**config.mk**
```make
export PLATFORM = sky130hd
export DESIGN_NAME = floor_matrix_scanner_flat
export DESIGN_NICKNAME = d
export VERILOG_FILES = /design/src/rtl/floor_matrix_scanner_if.sv /design/src/rtl/floor_matrix_scanner.sv /design/src/flat_wrapper.sv
export SDC_FILE = /design/constraint.sdc
export NUM_CORES = 1
export LEC_CHECK = 0
export BUFFER_PORTS_ARGS = -buffer_cell sky130_fd_sc_hd__buf_2
export CAP_MARGIN = 20
export CORE_MARGIN = 2
export CORE_UTILIZATION = 35
export CTS_CLUSTER_DIAMETER = 150
export CTS_CLUSTER_SIZE = 28
export DETAILED_ROUTE_END_ITERATION = 10
export PLACE_DENSITY = 0.48
export SLEW_MARGIN = 10
export SYNTH_ARGS = -nofsm -noshare
export SYNTH_HDL_FRONTEND = slang
export SYNTH_SLANG_ARGS = --single-unit
```
**constraint.sdc**
```tcl
create_clock -name clk -period 5.8 [get_ports clk]
set_input_delay 0.29 -clock clk [delete_from_list [all_inputs] [get_ports clk]]
set_output_delay 0.29 -clock clk [all_outputs]
set_load 0.005 [all_outputs]
```
**src/rtl/floor_matrix_scanner_if.sv**
```systemverilog
// Floor-indicator bus between the elevator controller and the LED-matrix scanner.
// The controller drives floor; the scanner returns the matrix pins and status.
interface floor_matrix_scanner_if;
  logic [3:0] floor;
  logic [7:0] col_sel;
  logic [7:0] row_data;
  logic       busy;
  logic [3:0] shown_floor;

  modport master (
    output floor,
    input  col_sel,
    input  row_data,
    input  busy,
    input  shown_floor
  );

  modport slave (
    input  floor,
    output col_sel,
    output row_data,
    output busy,
    output shown_floor
  );
endinterface

```
**src/rtl/floor_matrix_scanner.sv**
```systemverilog
// 8x8 LED-matrix floor indicator: column scan, digit glyph ROM and vertical scroll on floor change.
// Optional post-scroll blink is compiled in with FLOOR_MATRIX_BLINK_EN.
module floor_matrix_scanner #(
  parameter int FLOORS        = 4,
  parameter int SCAN_DIV      = 1000,
  parameter int SCROLL_FRAMES = 4,
  parameter int BLINK_FRAMES  = 16
) (
  input  logic                   clk,
  input  logic                   rst,
  floor_matrix_scanner_if.slave  bus
);

  localparam int DIV_W  = (SCAN_DIV > 1) ? $clog2(SCAN_DIV) : 1;
  localparam int STEP_W = (SCROLL_FRAMES > 1) ? $clog2(SCROLL_FRAMES) : 1;
  localparam logic [DIV_W-1:0]  DIV_LAST    = DIV_W'(SCAN_DIV - 1);
  localparam logic [STEP_W-1:0] STEP_LAST   = STEP_W'(SCROLL_FRAMES - 1);
  localparam logic [3:0]        FLOOR_LIMIT = 4'(FLOORS);

  // Out-of-range parameters instantiate a non-existent module so elaboration stops.
  if (SCAN_DIV < 1 || SCROLL_FRAMES < 1 || BLINK_FRAMES < 1 || FLOORS < 1 || FLOORS > 9)
  begin : g_param_check
    floor_matrix_scanner_bad_parameter bad_parameter ();
  end

`ifdef FLOOR_MATRIX_BLINK_EN
  localparam int BLINK_W = (BLINK_FRAMES > 1) ? $clog2(BLINK_FRAMES) : 1;
  localparam logic [BLINK_W-1:0] BLINK_LAST = BLINK_W'(BLINK_FRAMES - 1);
  typedef enum logic [1:0] {IDLE, SCROLL, BLINK} state_t;
`else
  typedef enum logic [1:0] {IDLE, SCROLL} state_t;
`endif

  state_t              state, state_next;
  logic [3:0]          shown_q, shown_next;
  logic [3:0]          old_q, old_next;
  logic                dir_q, dir_next;
  logic [3:0]          offset_q, offset_next;
  logic [STEP_W-1:0]   step_q, step_next;
`ifdef FLOOR_MATRIX_BLINK_EN
  logic [BLINK_W-1:0]  bcnt_q, bcnt_next;
  logic [2:0]          half_q, half_next;
`endif

  logic [DIV_W-1:0]    div_q;
  logic [2:0]          col_idx;
  logic [7:0]          col_sel_q, row_data_q, row_next;
  logic                div_wrap, frame_tick;
  logic [7:0]          old_col, new_col;
  logic [15:0]         up_cat, down_cat;

  function automatic logic [7:0] glyph(input logic [3:0] f, input logic [2:0] c);
    logic [39:0] cols;  // {c6,c5,c4,c3,c2}; columns 0, 1 and 7 are always dark
    cols = '0;
    case (f)
      4'd0:    cols = 40'h00_00_00_FE_04;
      4'd1:    cols = 40'h8C_92_A2_C2_84;
      4'd2:    cols = 40'h6C_92_92_82_44;
      4'd3:    cols = 40'h20_FE_24_28_30;
      4'd4:    cols = 40'h72_8A_8A_8A_4E;
      4'd5:    cols = 40'h60_92_92_94_78;
      4'd6:    cols = 40'h06_0A_12_E2_02;
      4'd7:    cols = 40'h6C_92_92_92_6C;
      4'd8:    cols = 40'h3C_52_92_92_0C;
      default: cols = '0;
    endcase
    glyph = 8'h00;
    if (f >= FLOOR_LIMIT) begin
      glyph = 8'hFF;
    end else begin
      case (c)
        3'd2:    glyph = cols[7:0];
        3'd3:    glyph = cols[15:8];
        3'd4:    glyph = cols[23:16];
        3'd5:    glyph = cols[31:24];
        3'd6:    glyph = cols[39:32];
        default: glyph = 8'h00;
      endcase
    end
  endfunction

  assign div_wrap   = (div_q == DIV_LAST);
  assign frame_tick = div_wrap && (col_idx == 3'd7);

  always_comb begin
    old_col  = glyph(old_q, col_idx);
    new_col  = glyph(shown_q, col_idx);
    up_cat   = {new_col, old_col} >> offset_q;
    down_cat = {old_col, new_col} >> (4'd8 - offset_q);
    row_next = new_col;
    if (state == SCROLL) begin
      row_next = dir_q ? up_cat[7:0] : down_cat[7:0];
    end
`ifdef FLOOR_MATRIX_BLINK_EN
    if (state == BLINK && !half_q[0]) begin
      row_next = '0;
    end
`endif
  end

  // Scan counters free-run from reset; floor changes never disturb them.
  always_ff @(posedge clk or posedge rst) begin
    if (rst) begin
      div_q      <= '0;
      col_idx    <= '0;
      col_sel_q  <= '0;
      row_data_q <= '0;
    end else begin
      col_sel_q  <= 8'd1 << col_idx;
      row_data_q <= row_next;
      if (div_wrap) begin
        div_q   <= '0;
        col_idx <= col_idx + 3'd1;
      end else begin
        div_q <= div_q + DIV_W'(1);
      end
    end
  end

  always_comb begin
    state_next  = state;
    shown_next  = shown_q;
    old_next    = old_q;
    dir_next    = dir_q;
    offset_next = offset_q;
    step_next   = step_q;
`ifdef FLOOR_MATRIX_BLINK_EN
    bcnt_next   = bcnt_q;
    half_next   = half_q;
`endif
    case (state)
      IDLE: begin
        if (bus.floor != shown_q) begin
          shown_next  = bus.floor;
          old_next    = shown_q;
          dir_next    = (bus.floor > shown_q);
          offset_next = '0;
          step_next   = '0;
          if (bus.floor < FLOOR_LIMIT) state_next = SCROLL;
        end
      end
      SCROLL: begin
        if (offset_q == 4'd8) begin
`ifdef FLOOR_MATRIX_BLINK_EN
          state_next = BLINK;
          bcnt_next  = '0;
          half_next  = '0;
`else
          state_next = IDLE;
`endif
        end else if (frame_tick) begin
          if (step_q == STEP_LAST) begin
            step_next   = '0;
            offset_next = offset_q + 4'd1;
          end else begin
            step_next = step_q + STEP_W'(1);
          end
        end
      end
`ifdef FLOOR_MATRIX_BLINK_EN
      BLINK: begin
        if (frame_tick) begin
          if (bcnt_q == BLINK_LAST) begin
            bcnt_next = '0;
            if (half_q == 3'd5) state_next = IDLE;
            else                half_next  = half_q + 3'd1;
          end else begin
            bcnt_next = bcnt_q + BLINK_W'(1);
          end
        end
      end
`endif
      default: state_next = IDLE;
    endcase
  end

  always_ff @(posedge clk or posedge rst) begin
    if (rst) begin
      state    <= IDLE;
      shown_q  <= '0;
      old_q    <= '0;
      dir_q    <= 1'b0;
      offset_q <= '0;
      step_q   <= '0;
`ifdef FLOOR_MATRIX_BLINK_EN
      bcnt_q   <= '0;
      half_q   <= '0;
`endif
    end else begin
      state    <= state_next;
      shown_q  <= shown_next;
      old_q    <= old_next;
      dir_q    <= dir_next;
      offset_q <= offset_next;
      step_q   <= step_next;
`ifdef FLOOR_MATRIX_BLINK_EN
      bcnt_q   <= bcnt_next;
      half_q   <= half_next;
`endif
    end
  end

  assign bus.col_sel     = col_sel_q;
  assign bus.row_data    = row_data_q;
  assign bus.busy        = (state != IDLE);
  assign bus.shown_floor = shown_q;

endmodule
```
**src/flat_wrapper.sv**
```systemverilog
// flat-port wrapper written by rule: the top's interface ports become plain ports
module floor_matrix_scanner_flat 
#(
  parameter int FLOORS        = 4,
  parameter int SCAN_DIV      = 1000,
  parameter int SCROLL_FRAMES = 4,
  parameter int BLINK_FRAMES  = 16
)
  (clk, rst, bus_floor, bus_col_sel, bus_row_data, bus_busy, bus_shown_floor);
  floor_matrix_scanner_if bus_i ();
  input  logic clk;
  input  logic rst;
  input wire logic [$bits(bus_i.floor)-1:0] bus_floor;
  output wire logic [$bits(bus_i.col_sel)-1:0] bus_col_sel;
  output wire logic [$bits(bus_i.row_data)-1:0] bus_row_data;
  output wire logic [$bits(bus_i.busy)-1:0] bus_busy;
  output wire logic [$bits(bus_i.shown_floor)-1:0] bus_shown_floor;
  assign bus_i.floor = bus_floor;
  assign bus_col_sel = bus_i.col_sel;
  assign bus_row_data = bus_i.row_data;
  assign bus_busy = bus_i.busy;
  assign bus_shown_floor = bus_i.shown_floor;
  floor_matrix_scanner #(.FLOORS(FLOORS), .SCAN_DIV(SCAN_DIV), .SCROLL_FRAMES(SCROLL_FRAMES), .BLINK_FRAMES(BLINK_FRAMES)) u_core (.clk(clk), .rst(rst), .bus(bus_i));
endmodule
```
Word level (Yosys, flattened, before mapping). Memory sizes are Yosys's and may differ from the RTL's. Index checks and enable logic that the tools add are counted.

Bits in registers: 46. Memory bits (read-only): 1088. Input bits: 6. Memories kept: 2.

Add/sub/neg operators: 5. $lt $le $gt $ge: 4. Equality and inequality tests: 17. Shift operators: 3. Multiplexer cells: 21. Reduce and logical (&&, ||, !) cells: 8.

Memory list: (no name shown) (depth 16, width 34, rd ports 1, clocked after memory_dff 0, write ports 0, line floor_matrix_scanner.sv:55) `case (f)`; (no name shown) (depth 16, width 34, rd ports 1, clocked after memory_dff 0, write ports 0, line floor_matrix_scanner.sv:55).

Operators by type and width (count): $pmux 8 s5 (2); $mux 8 (4); $shr 16x4->8 (2); $mux 4 (4); $mux 2 (7); $eq 3x3->1 const B (4); $add 10x1->10 const B (1); $eq 10x10->1 const B (1); $mux 10 (1); $ge 4x3->1 const B (2); $pmux 2 s2 (2); $pmux 4 s2 (1); $shl 1x3->8 const A (1); $eq 3x2->1 const B (2); $ne 2x1->1 const B (3); $ne 2x2->1 const B (3); $reduce_and 5->1 (1); $add 4x1->4 const B (1); $eq 4x4->1 const B (1); $gt 4x4->1 (1); $lt 4x3->1 const B (1); $ne 4x4->1 (1); $reduce_and 4->1 (1); $reduce_bool 2->1 (2); 9 further kinds (9).

Longest topological paths before layout. Gate-level depths: netlist of the first run.

Word-level depth: 6. Depth in mapped cells: 12.

Least setup slack after synthesis of the first run. OpenSTA, ideal clock, no wires.

Path type: flip-flop to flip-flop. Start: register u_core.offset_q[1]. End: register u_core.row_data_q[0], in the netlist u_core.bus.row_data[0]. Arrival time: 2.507 ns. Required time: 5.668 ns. Setup slack: 3.161 ns. Cell stages (with the launch flop): 9. Path buffers: 2. Period minus slack after synthesis: 2.639 ns. Cells stage by stage: dfrtp_1 -> clkbuf_1 -> clkinv_1 -> clkbuf_1 -> ha_1 -> xor2_1 -> mux2_2 -> a211oi_1 -> o211ai_2.

Word-level cells in the longest chain between the ends: 4.

RTL lines: start: declaration (line floor_matrix_scanner.sv:38) `logic [3:0] offset_q, offset_next;`; start signal: assignment (line floor_matrix_scanner.sv:194) `offset_q <= offset_next;`; $sub 4x4->4 (line floor_matrix_scanner.sv:89) `down_cat = {old_col, new_col} >> (4'd8 - offset_q);`; $shr 16x4->8 (line floor_matrix_scanner.sv:89); $mux 8 (*) (line floor_matrix_scanner.sv:92) `row_next = dir_q ? up_cat[7:0] : down_cat[7:0];`; $mux 8 (*) (line floor_matrix_scanner.sv:91) `if (state == SCROLL) begin`; named net u_core.row_next[0] (line floor_matrix_scanner.sv:47) `logic [7:0] col_sel_q, row_data_q, row_next;`; end signal: assignment (line floor_matrix_scanner.sv:110) `row_data_q <= row_next;`; end: declaration (line floor_matrix_scanner.sv:47).

The timed path passes the listed nets; every way through them passes the cells marked *. A chain may end at the register's enable or synchronous reset.

Worst setup path after layout of the first run.
Start: register u_core.offset_q[1]. End: register u_core.row_data_q[7], in the netlist u_core.bus.row_data[7].

Same word-level chain as after synthesis.

==> impl_metrics.csv, run 1 <==
group,metric,value,unit
place,dpl_worst_slack,2.09,ns
die,initial_utilization,0.359,
die,boundaryPins,27,
sta,timing.hold.ws,0.207,ns
routing,top_signal_layer_used,"met4",
routing,routed_antenna_nets,0,
cells_and_area,areaGrowthSynthToFinish,8.51,%
setup_path,critical-path-slowest-cell,"dfrtp_1",
clocking,insertion_delay,0.31,ns
routing,viasPerCell,6.00,
global_route,grt_pass1_vias,3828,
sta,rsz_0062_raised_after_global_routing,"false",
setup_path,crit_chain,"clkinv_1, ha_1, buf_4, inv_1, o31ai_1, a21oi_1, o311ai_0, nand3_1, o311a_1",
flow_run,cap_viol_max_count,0,
die,die_y,112,um
yosys,postSynthCellCount,509,
sta,maxClockFrequency,257,MHz
global_route,grt.overflow.total,0,
clocking,tritoncts_clock_tree,"done",
clocking,cts_num_sinks,45,
yosys,count_of_flip_flops_with_a_built_in_enable_after_synthesis,0,
setup_path,critPathArrivalTime,4.08,ns
die,design.core.area,11500,um^2
routing,wl_met1,5890,um
power,total_leakage_power,1.86,nW
cells_and_area,final_util,0.389,
setup_path,setup.worst_path.class,"flop to flop",
power,worst_ir_drop_vdd,195,uV
setup_path,cp_max_fo,24,
yosys,sequential_to_total_area_share_from_yosys_stat,0.274,
sta,final_setup_violation_count,0,
routing,met3_length,786,um
die,std_cell_rows,39,
place,routability_congestion_estimate,0.902,
yosys,most_frequently_used_cell_type_in_the_post_synthesis_netlist,"nand2_1",
global_route,initial_antenna_violation_count,0,
global_route,grt_pass1_wl,20800,um
die,floorplan.die_area,12600,um^2
sta,period_minus_slack,3.89,ns
cells_and_area,nNetsFinal,551,
yosys,post_synth.cell_area_avg,8.08,um^2
routing,route.vias.total,3953,
setup_path,critPathCaptureType,"flop",
place,dp_hpwl,9340,um
setup_path,r2r_setup_slack,1.91,ns
sta,final_hold_viol_count,0,
clocking,max-clock-path-buffers,2,
setup_path,worst_path_dominant_cell_family,"buffers and inverters",
cells_and_area,share_of_cells_above_drive_strength_1,0.116,
yosys,postSynth.asyncResetShare,1.00,
setup_path,crit_path_max_incr_delay,0.80,ns
clocking,clock_h_tree_levels,2,
cells_and_area,antennaDiodeCount,0,
routing,route.final.wire_length,12900,um
setup_path,worstPathRequired,5.99,ns
power,powerDensity,508,nW/um^2
global_route,grt_start_max_net_pins,46,
yosys,biggest_area_consumer_among_synthesized_cells,"dfrtp_1",
sta,fin_worst_skew,0.00251,ns
die,die_w,112,um
yosys,synth.distinct_cells,73,
global_route,globalRouteTotalUtil,0.209,
place,port_buffers,26,
routing,wl_per_cell,19.6,um
routing,drt_first_iter_violations,416,
clocking,root_buffer,"clkbuf_16",
sta,tcrit_tclk_final,0.671,
routing,total_iterations_of_the_first_detailed_routing_run,5,
setup_path,cp.buffers_inverters,3,
sta,slew_headroom,0.321,
yosys,yosysWarningCount,0,
sta,tightestPinTransition,1.02,ns
yosys,synth_nets,544,
routing,drc,0,
sta,setup_tns,0,ns
yosys,synthesized_area,4120,um^2
clocking,clock_input_transition_at_the_sequential_cells_of_the_worst_setup_and_hold_paths,0.06,ns
setup_path,startpoint_class_of_the_critical_path,"flop",
yosys,dominantRegCellSynth,"dfrtp_1",
yosys,yosys_reg_bits,45,
status,run_status,"finished clean",
yosys,yosys-top-cells-count,"nand2_1 (49), dfrtp_1 (45), nor2_1 (43), o21ai_0 (30), ha_1 (29)",
yosys,synthTopCellsByArea,"dfrtp_1 (27%), ha_1 (8.8%), nand2_1 (4.5%)",
worst_hold_path,worstHoldPathType,"primary input to flop",
clocking,cts_made_buffers,5,
routing,route.met2.wl,6040,um
yosys,synth_largest_type_area_fraction,0.274,
cells_and_area,n_fill_cell,1191,
sta,final_critical_path_setup_slack,1.91,ns
sta,finalMaxSlewViolations,0,
[sequential cells by signal, summed over array words and instances, names as in the netlist]
register                count
u_core.old_q                4
u_core.bus.shown_floor      4
u_core.bus.col_sel          8
u_core.col_idx              3
u_core.offset_q             4
u_core.div_q               10
u_core.dir_q                1
u_core.step_q               2
u_core.bus.row_data         8
u_core.state                1
[cells by family (layout without fill, tap and decap cells)]
| kind of cell | Yosys count | count (layout) | synth area share |
|---|---|---|---|
| adder cells (fa/ha/maj) | 29 | 29 | 0.0882 |
| buffers and inverters | 56 | 63 | 0.0638 |
| multiplexers | 19 | 19 | 0.0502 |
| AO/OA/AOI/OAI | 167 | 167 | 0.281 |
| AND/OR/NAND/NOR | 179 | 179 | 0.214 |
| flip-flops | 45 | 45 | 0.274 |
| XOR/XNOR | 14 | 14 | 0.0298 |
[worst paths after layout]
kind / from / endpoint / cells past startpoint
worst min register to register: u_core.div_q[4] / u_core.div_q[4] / 1
worst min-delay path: bus_floor[1] / u_core.bus.shown_floor[1] / 3
min in group asynchronous: rst / u_core.offset_q[1] / 3
max in group asynchronous: rst / u_core.div_q[1] / 4
worst max register to register: u_core.offset_q[1] / u_core.bus.row_data[7] / 9
worst max-delay path: u_core.offset_q[1] / u_core.bus.row_data[7] / 9
[tightest hold or removal path, cell delays in order]
cell and delay, ns:
buf_2 0.09, nand2_1 0.04, o21ai_0 0.05
[layer usage]
layer  vias up  global-route usage
met3        17              0.0432
li1       1892                   -
met1      1913               0.288
met2       131               0.333
met4         0              0.0602
met5         -                   0
[layout make-up]
cell class | count | area, um^2 | area share
clock buffers | 6 | 139 | 0.0311
clock inverters | 1 | 7.51 | 0.00168
inverters | 24 | 90.1 | 0.0202
multi-input cells | 408 | 2730 | 0.612
flip-flops and latches | 45 | 1130 | 0.252
well taps | 143 | 179 | 0.0401
repair buffers | 32 | 190 | 0.0426
[what timing repair did]
item                      CTS  global route
hold endpoints to repair    0             9
hold buffers                0             1
setup buffers               0             0
gates resized for setup     0             0
[cells in the final DEF, fill, tap and decap left out, drive strengths merged, types with 22 or more instances in the layout]
cell,instances
nand2,53
dfrtp,45
nor2,44
o21ai,37
buf,31
ha,29
a21oi,28
inv,23
nand3,22
[stage by stage]
stage	area (um^2)	std cells	total power [mW]
floorplan	4120	509	1.54
global placement	4290	650	1.94
detailed placement	4290	650	1.92
CTS	4440	657	2.24
global route	4470	659	2.44
finish	4470	659	2.27
[power breakdown]
part	internal [mW]	total [mW]	switching, mW
clock	0.169	0.303	0.133
combinational	0.525	1.45	0.920
sequential	0.384	0.518	0.134
total	1.08	2.27	1.19
No activity file was read; power rests on OpenSTA's default activity.
==> run 2, diff against run 1 <==
- clock period: 5.8 -> 4 ns (I/O delays scaled with it)
==> run 2 against run 1 <==
  * Clock skew up 0.0018 ns
  * Non-clock buffer count up 11
  * Global-route usage up 0.26 points
  * Register-to-register slack worse by 1.1 ns
  * Fmax up 23%
  * Critical path depth unchanged
  * Power up 48%
  * Routed wire length down 1.4%
  * Critical endpoint is now u_core.bus.row_data[0]
  * Largest power group unchanged
  * Highest routed layer unchanged
==> impl_metrics.csv, run 2 (same netlist as run 1, synthesis figures left out) <==
group,metric,value,unit
status,run_status,"finished clean",
sta,tightestPinTransition,0.752,ns
clocking,insertion_delay,0.30,ns
worst_hold_path,worstHoldStart,"bus_floor[0]",
power,share_seq_of_total_power,0.222,
routing,viasPerCell,6.06,
cells_and_area,nNetsFinal,562,
cells_and_area,n_fill_cell,1169,
sta,period_minus_slack,3.16,ns
place,port_buffers,26,
die,boundaryPins,27,
routing,wl_per_cell,19.0,um
power,p_clk_frac,0.143,
clocking,clock_h_tree_levels,2,
power,finalPower,3.36,mW
power,internal_power,1.66,mW
routing,total_iterations_of_the_first_detailed_routing_run,5,
power,swShare,0.507,
cells_and_area,final_common_cell,"nand2_1",
sta,maxClockFrequency,317,MHz
worst_hold_path,worstHoldPathType,"primary input to flop",
power,total_leakage_power,1.93,nW
routing,drc,0,
routing,route.final.wire_length,12700,um
cells_and_area,final_cell_mix,"nand2_1 (49), dfrtp_1 (45), nor2_1 (43)",
setup_path,r2r_setup_slack,0.84,ns
worst_hold_path,min_delay_worst_endpoint,"u_core.bus.shown_floor[0]",
global_route,globalRouteTotalUtil,0.212,
flow_run,cap_viol_max_count,0,
die,std_cell_rows,39,
global_route,grt_pass1_wl,21500,um
routing,routed_antenna_nets,0,
clocking,cts_made_buffers,5,
cells_and_area,largest_register_ffs,10,
setup_path,crit-reg2reg-launch,"u_core.col_idx[0]",
global_route,grt.overflow.total,0,
power,net-switching-power,1.70,mW
sta,finalMaxSlewViolations,0,
power,worst_ir_drop_vdd,320,uV
clocking,max-clock-path-buffers,2,
setup_path,startpoint_class_of_the_critical_path,"flop",
clocking,tritoncts_clock_tree,"done",
cells_and_area,largest_register,"u_core.div_q",
routing,route.vias.total,4066,
cells_and_area,share_of_cells_above_drive_strength_1,0.134,
sta,rsz_0062_raised_after_global_routing,"false",
sta,fin_worst_skew,0.00430,ns
die,die_y,112,um
global_route,grt_start_max_net_pins,46,
place,dpl_worst_slack,0.875,ns
power,pwr-share-comb,0.635,
sta,slew_headroom,0.499,
die,design.core.area,11500,um^2
setup_path,cp_max_fo,15,
sta,final_hold_viol_count,0,
sta,setup_tns,0,ns
setup_path,r2r-end,"u_core.bus.row_data[0]",
place,routability_congestion_estimate,0.888,
die,die_w,112,um
clocking,root_buffer,"clkbuf_16",
clocking,clock_input_transition_at_the_sequential_cells_of_the_worst_setup_and_hold_paths,0.07,ns
die,floorplan.die_area,12600,um^2
clocking,cts_num_sinks,45,
setup_path,critPathCaptureType,"flop",
place,dp_hpwl,9210,um
setup_path,critPathArrivalTime,3.38,ns
routing,drt_first_iter_violations,357,
global_route,grt_pass1_vias,3985,
global_route,initial_antenna_violation_count,0,
setup_path,critical_path_origin,"u_core.col_idx[0]",
power,powerDensity,736,nW/um^2
setup_path,setup.worst_path.class,"flop to flop",
die,initial_utilization,0.359,
worst_hold_path,timing.hold.worst_path_depth,3,
sta,final_setup_violation_count,0,
setup_path,reg2reg_depth,9,
cells_and_area,areaGrowthSynthToFinish,11.0,%
setup_path,worstPathRequired,4.22,ns
sta,final_critical_path_setup_slack,0.841,ns
cells_and_area,antennaDiodeCount,0,
sta,tcrit_tclk_final,0.790,
## run 2: changes by cell type in the layout (fill, tap and decap cells not counted)
| cell | change |
|---|---|
| buf_4 | +11 |
| bufinv_16 | +1 |
| clkbuf_1 | +1 |
| clkbuf_8 | -1 |
| clkinv_4 | +1 |
| clkinvlp_4 | -1 |
## run 2: through the flow
step / utilization / instance area (um^2) / std cells / hold WS, ns
6_report: 0.398 / 4570 / 671 / 0.129
5_1_grt: 0.398 / 4570 / 671 / 0.146
4_1_cts: 0.396 / 4540 / 669 / 0.132
3_5_place_dp: 0.381 / 4370 / 661 / 0.445
3_3_place_gp: 0.381 / 4370 / 661 / 0.445
2_1_floorplan: - / 4120 / 509 / 0.317
## run 2: repair_timing
action | in CTS | in global routing
gates resized for setup | 0 | 0
endpoints found under the hold margin | 0 | 10
buffers inserted | 0 | 0
hold buffers | 0 | 1
## run 2: per-layer routing
layer  part of all wire  vias up  GRT usage  wire, um
met1               0.45     1933      0.292      5770
li1                   -     1915          -         -
met2               0.45      187      0.331      5700
met5                  0        -          0         0
met4              0.029        0     0.0732       365
met3              0.072       31     0.0437       916
## run 2: area by class of cell
cell class                 instances  area [um^2]  share of cell area
clock inverter                     2         38.8             0.00849
inverter                          24         90.1              0.0197
timing repair buffer              43          273              0.0597
multi-input combinational        408         2730               0.598
sequential                        45         1130               0.246
clock buffer                       6          129              0.0282
tap                              143          179              0.0392
## run 2: worst max-delay path by stage
stage,end,depth (start not counted)
floorplan,u_core.bus.row_data[0],8
global placement,u_core.bus.row_data[0],9
detailed placement,u_core.bus.row_data[0],9
CTS,u_core.bus.row_data[0],9
global route,u_core.bus.row_data[4],10
finish,u_core.bus.row_data[0],9
## run 2: power by group through the flow
stage	logic, mW	registers (mW)	clock network [mW]
after floorplan	1.58	0.648	0
after global placement	2.13	0.750	0
after detailed placement	2.08	0.752	0
after CTS	2.10	0.747	0.497
after global routing	2.37	0.769	0.516
final	2.14	0.746	0.482
## run 2: worst max-delay path: stages (launching register included)
cell and delay (ns):
dfrtp_1 0.38, ha_1 0.20, ha_1 0.55, inv_1 0.16, o21ai_0 0.38, a2111o_1 0.28
mux2i_1 0.22, mux4_2 0.52, o32a_1 0.33, o211ai_2 0.07
==> run 3, diff against run 2 <==
- PLACE_DENSITY: 0.48 -> 0.5
- clock period: 4 -> 2.7 ns (I/O delays scaled with it)
==> run 3 against run 2 <==
  * Critical path depth is 1 higher
  * Final cell count is 9.4% higher
  * Global-route usage is 1.2 points higher
  * Sequential cell count stayed put
  * Clock skew is 0.0011 ns higher
  * Worst hold slack worse by 0.078 ns
  * Fmax is 22% higher
  * Via count is 5.6% higher
==> impl_metrics.csv, run 3 (same netlist as run 1, synthesis figures left out) <==
group,metric,value,unit
die,std_cell_rows,39,
sta,final_setup_violation_count,0,
setup_path,critPathArrivalTime,2.77,ns
power,p_clk_frac,0.141,
clocking,insertion_delay,0.30,ns
clocking,max-clock-path-buffers,2,
power,total_leakage_power,2.27,nW
cells_and_area,largest_register,"u_core.div_q",
place,port_buffers,26,
worst_hold_path,min_delay_worst_endpoint,"u_core.bus.shown_floor[0]",
worst_hold_path,timing.hold.worst_path_depth,3,
global_route,grt_pass1_wl,22500,um
die,boundaryPins,27,
worst_hold_path,worstHoldPathType,"primary input to flop",
routing,viasPerCell,5.85,
clocking,cts_num_sinks,45,
cells_and_area,areaGrowthSynthToFinish,27.1,%
place,routability_congestion_estimate,0.958,
clocking,tritoncts_clock_tree,"done",
clocking,clock_h_tree_levels,2,
worst_hold_path,worstHoldStart,"bus_floor[0]",
place,dp_hpwl,10300,um
cells_and_area,share_of_cells_above_drive_strength_1,0.276,
global_route,initial_antenna_violation_count,0,
die,die_w,112,um
cells_and_area,final_cell_mix,"buf_4 (76), nand2_1 (49), dfrtp_1 (44)",
sta,slew_headroom,0.630,
sta,maxClockFrequency,386,MHz
place,dpl_cell_area,4800,um^2
sta,fin_worst_skew,0.00539,ns
setup_path,critPathCaptureType,"flop",
global_route,globalRoute.busiestLayer,"met2",
setup_path,startpoint_class_of_the_critical_path,"flop",
routing,total_iterations_of_the_first_detailed_routing_run,5,
clocking,root_buffer,"clkbuf_16",
die,floorplan.die_area,12600,um^2
global_route,grt_start_max_net_pins,46,
power,finalPower,5.93,mW
sta,tightestPinTransition,0.553,ns
routing,route.vias.total,4295,
power,swShare,0.469,
cells_and_area,largest_register_ffs,10,
setup_path,r2r_setup_slack,0.11,ns
setup_path,cp_max_fo,6,
routing,routed_antenna_nets,0,
sta,tcrit_tclk_final,0.959,
die,initial_utilization,0.359,
global_route,grt_pass1_vias,4177,
power,internal_power,3.15,mW
setup_path,crit-reg2reg-launch,"u_core.old_q[0]",
cells_and_area,final_common_cell,"buf_4",
global_route,globalRouteTotalUtil,0.224,
setup_path,reg2reg_depth,10,
global_route,met3_usage,0.0421,
sta,finalMaxSlewViolations,0,
power,powerDensity,1130,nW/um^2
die,die_y,112,um
clocking,clock_input_transition_at_the_sequential_cells_of_the_worst_setup_and_hold_paths,0.07,ns
setup_path,crit_chain,"inv_2, ha_2, nor2_1, o21ai_1, a2111o_1, and2_4, mux2_2, o41a_1, o221ai_1, a21oi_2",
cells_and_area,final_util,0.456,
routing,drc,0,
power,net-switching-power,2.78,mW
sta,final_hold_viol_count,0,
setup_path,crit_path_max_incr_delay,0.50,ns
power,worst_ir_drop_vdd,468,uV
global_route,gr-usage-met1,0.318,
cells_and_area,n_fill_cell,1112,
status,run_status,"finished clean",
cells_and_area,antennaDiodeCount,0,
setup_path,setup.worst_path.class,"flop to flop",
sta,setup_tns,0,ns
setup_path,critical-path-slowest-cell,"a2111o_1",
global_route,grtUsageMet2,0.340,
die,design.core.area,11500,um^2
flow_run,cap_viol_max_count,0,
clocking,cts_made_buffers,5,
routing,route.final.wire_length,14000,um
routing,drt_first_iter_violations,516,
sta,rsz_0062_raised_after_global_routing,"true",
setup_path,r2r-end,"u_core.bus.row_data[1]",
global_route,grt.overflow.total,0,
setup_path,worstPathRequired,2.88,ns
power,pwr-share-comb,0.695,
cells_and_area,nNetsFinal,625,
power,share_seq_of_total_power,0.164,
sta,period_minus_slack,2.59,ns
routing,wl_per_cell,19.1,um
cells_and_area,postLayoutCellArea,5230,um^2
-- run 3: metrics by stage --
step | setup WS, ns | hold WS [ns] | std cells
detailed placement | -0.139 | 0.358 | 717
CTS | 0.00269 | 0.0518 | 725
floorplan | 0.0609 | 0.252 | 509
finish | 0.110 | 0.0510 | 734
global placement | -0.0968 | 0.368 | 717
global route | -0.0520 | 0.0789 | 734
-- run 3: power by group through the flow --
stage          sequential, mW  clock, mW  combinational (mW)
6_report                0.974      0.834                4.12
5_1_grt                 0.997      0.877                4.50
2_1_floorplan           0.960          0                2.35
3_5_place_dp            0.985          0                3.78
3_3_place_gp            0.985          0                3.83
4_1_cts                 0.973      0.854                3.83
-- run 3: final cells by class --
type	instances	area, um^2	share of cell area
Multi-Input combinational cell	408	2870	0.550
Inverter	24	93.8	0.0179
Sequential cell	45	1130	0.216
Clock inverter	3	68.8	0.0132
Clock buffer	5	125	0.0239
Tap cell	143	179	0.0342
Timing Repair Buffer	106	762	0.146
-- run 3: worst max path at each step --
| stage | start | to |
|---|---|---|
| floorplan | u_core.offset_q[1] | u_core.bus.row_data[0] |
| global placement | u_core.col_idx[0] | u_core.bus.row_data[2] |
| detailed placement | u_core.col_idx[0] | u_core.bus.row_data[2] |
| CTS | u_core.bus.shown_floor[1] | u_core.bus.row_data[2] |
| global route | u_core.col_idx[0] | u_core.bus.row_data[4] |
| finish | u_core.old_q[0] | u_core.bus.row_data[1] |
-- run 3: critical path: cells and delay by family (launching register included) --
| family | cells | cell delay, ns |
|---|---|---|
| muxes | 1 | 0.28 |
| DFF | 1 | 0.39 |
| adders and majority gates | 1 | 0.32 |
| buffers and inverters | 1 | 0.12 |
| AOI/OAI and AO/OA | 5 | 1.01 |
| and+or+nand+nor | 2 | 0.35 |
-- run 3: timing repair --
| action | 4_1_cts | 5_1_grt |
|---|---|---|
| setup endpoints to repair | 5 | 9 |
| hold buffers | 0 | 1 |
| pin swaps | 0 | 7 |
| buffers inserted | 0 | 7 |
| endpoints found under the hold margin | 0 | 13 |
| gates resized for setup | 3 | 37 |
-- run 3: metal layers --
layer | part of all wire | vias up
li1 | - | 2040
met1 | 0.46 | 2056
met2 | 0.45 | 177
met3 | 0.070 | 22
met4 | 0.023 | 0
met5 | 0 | -
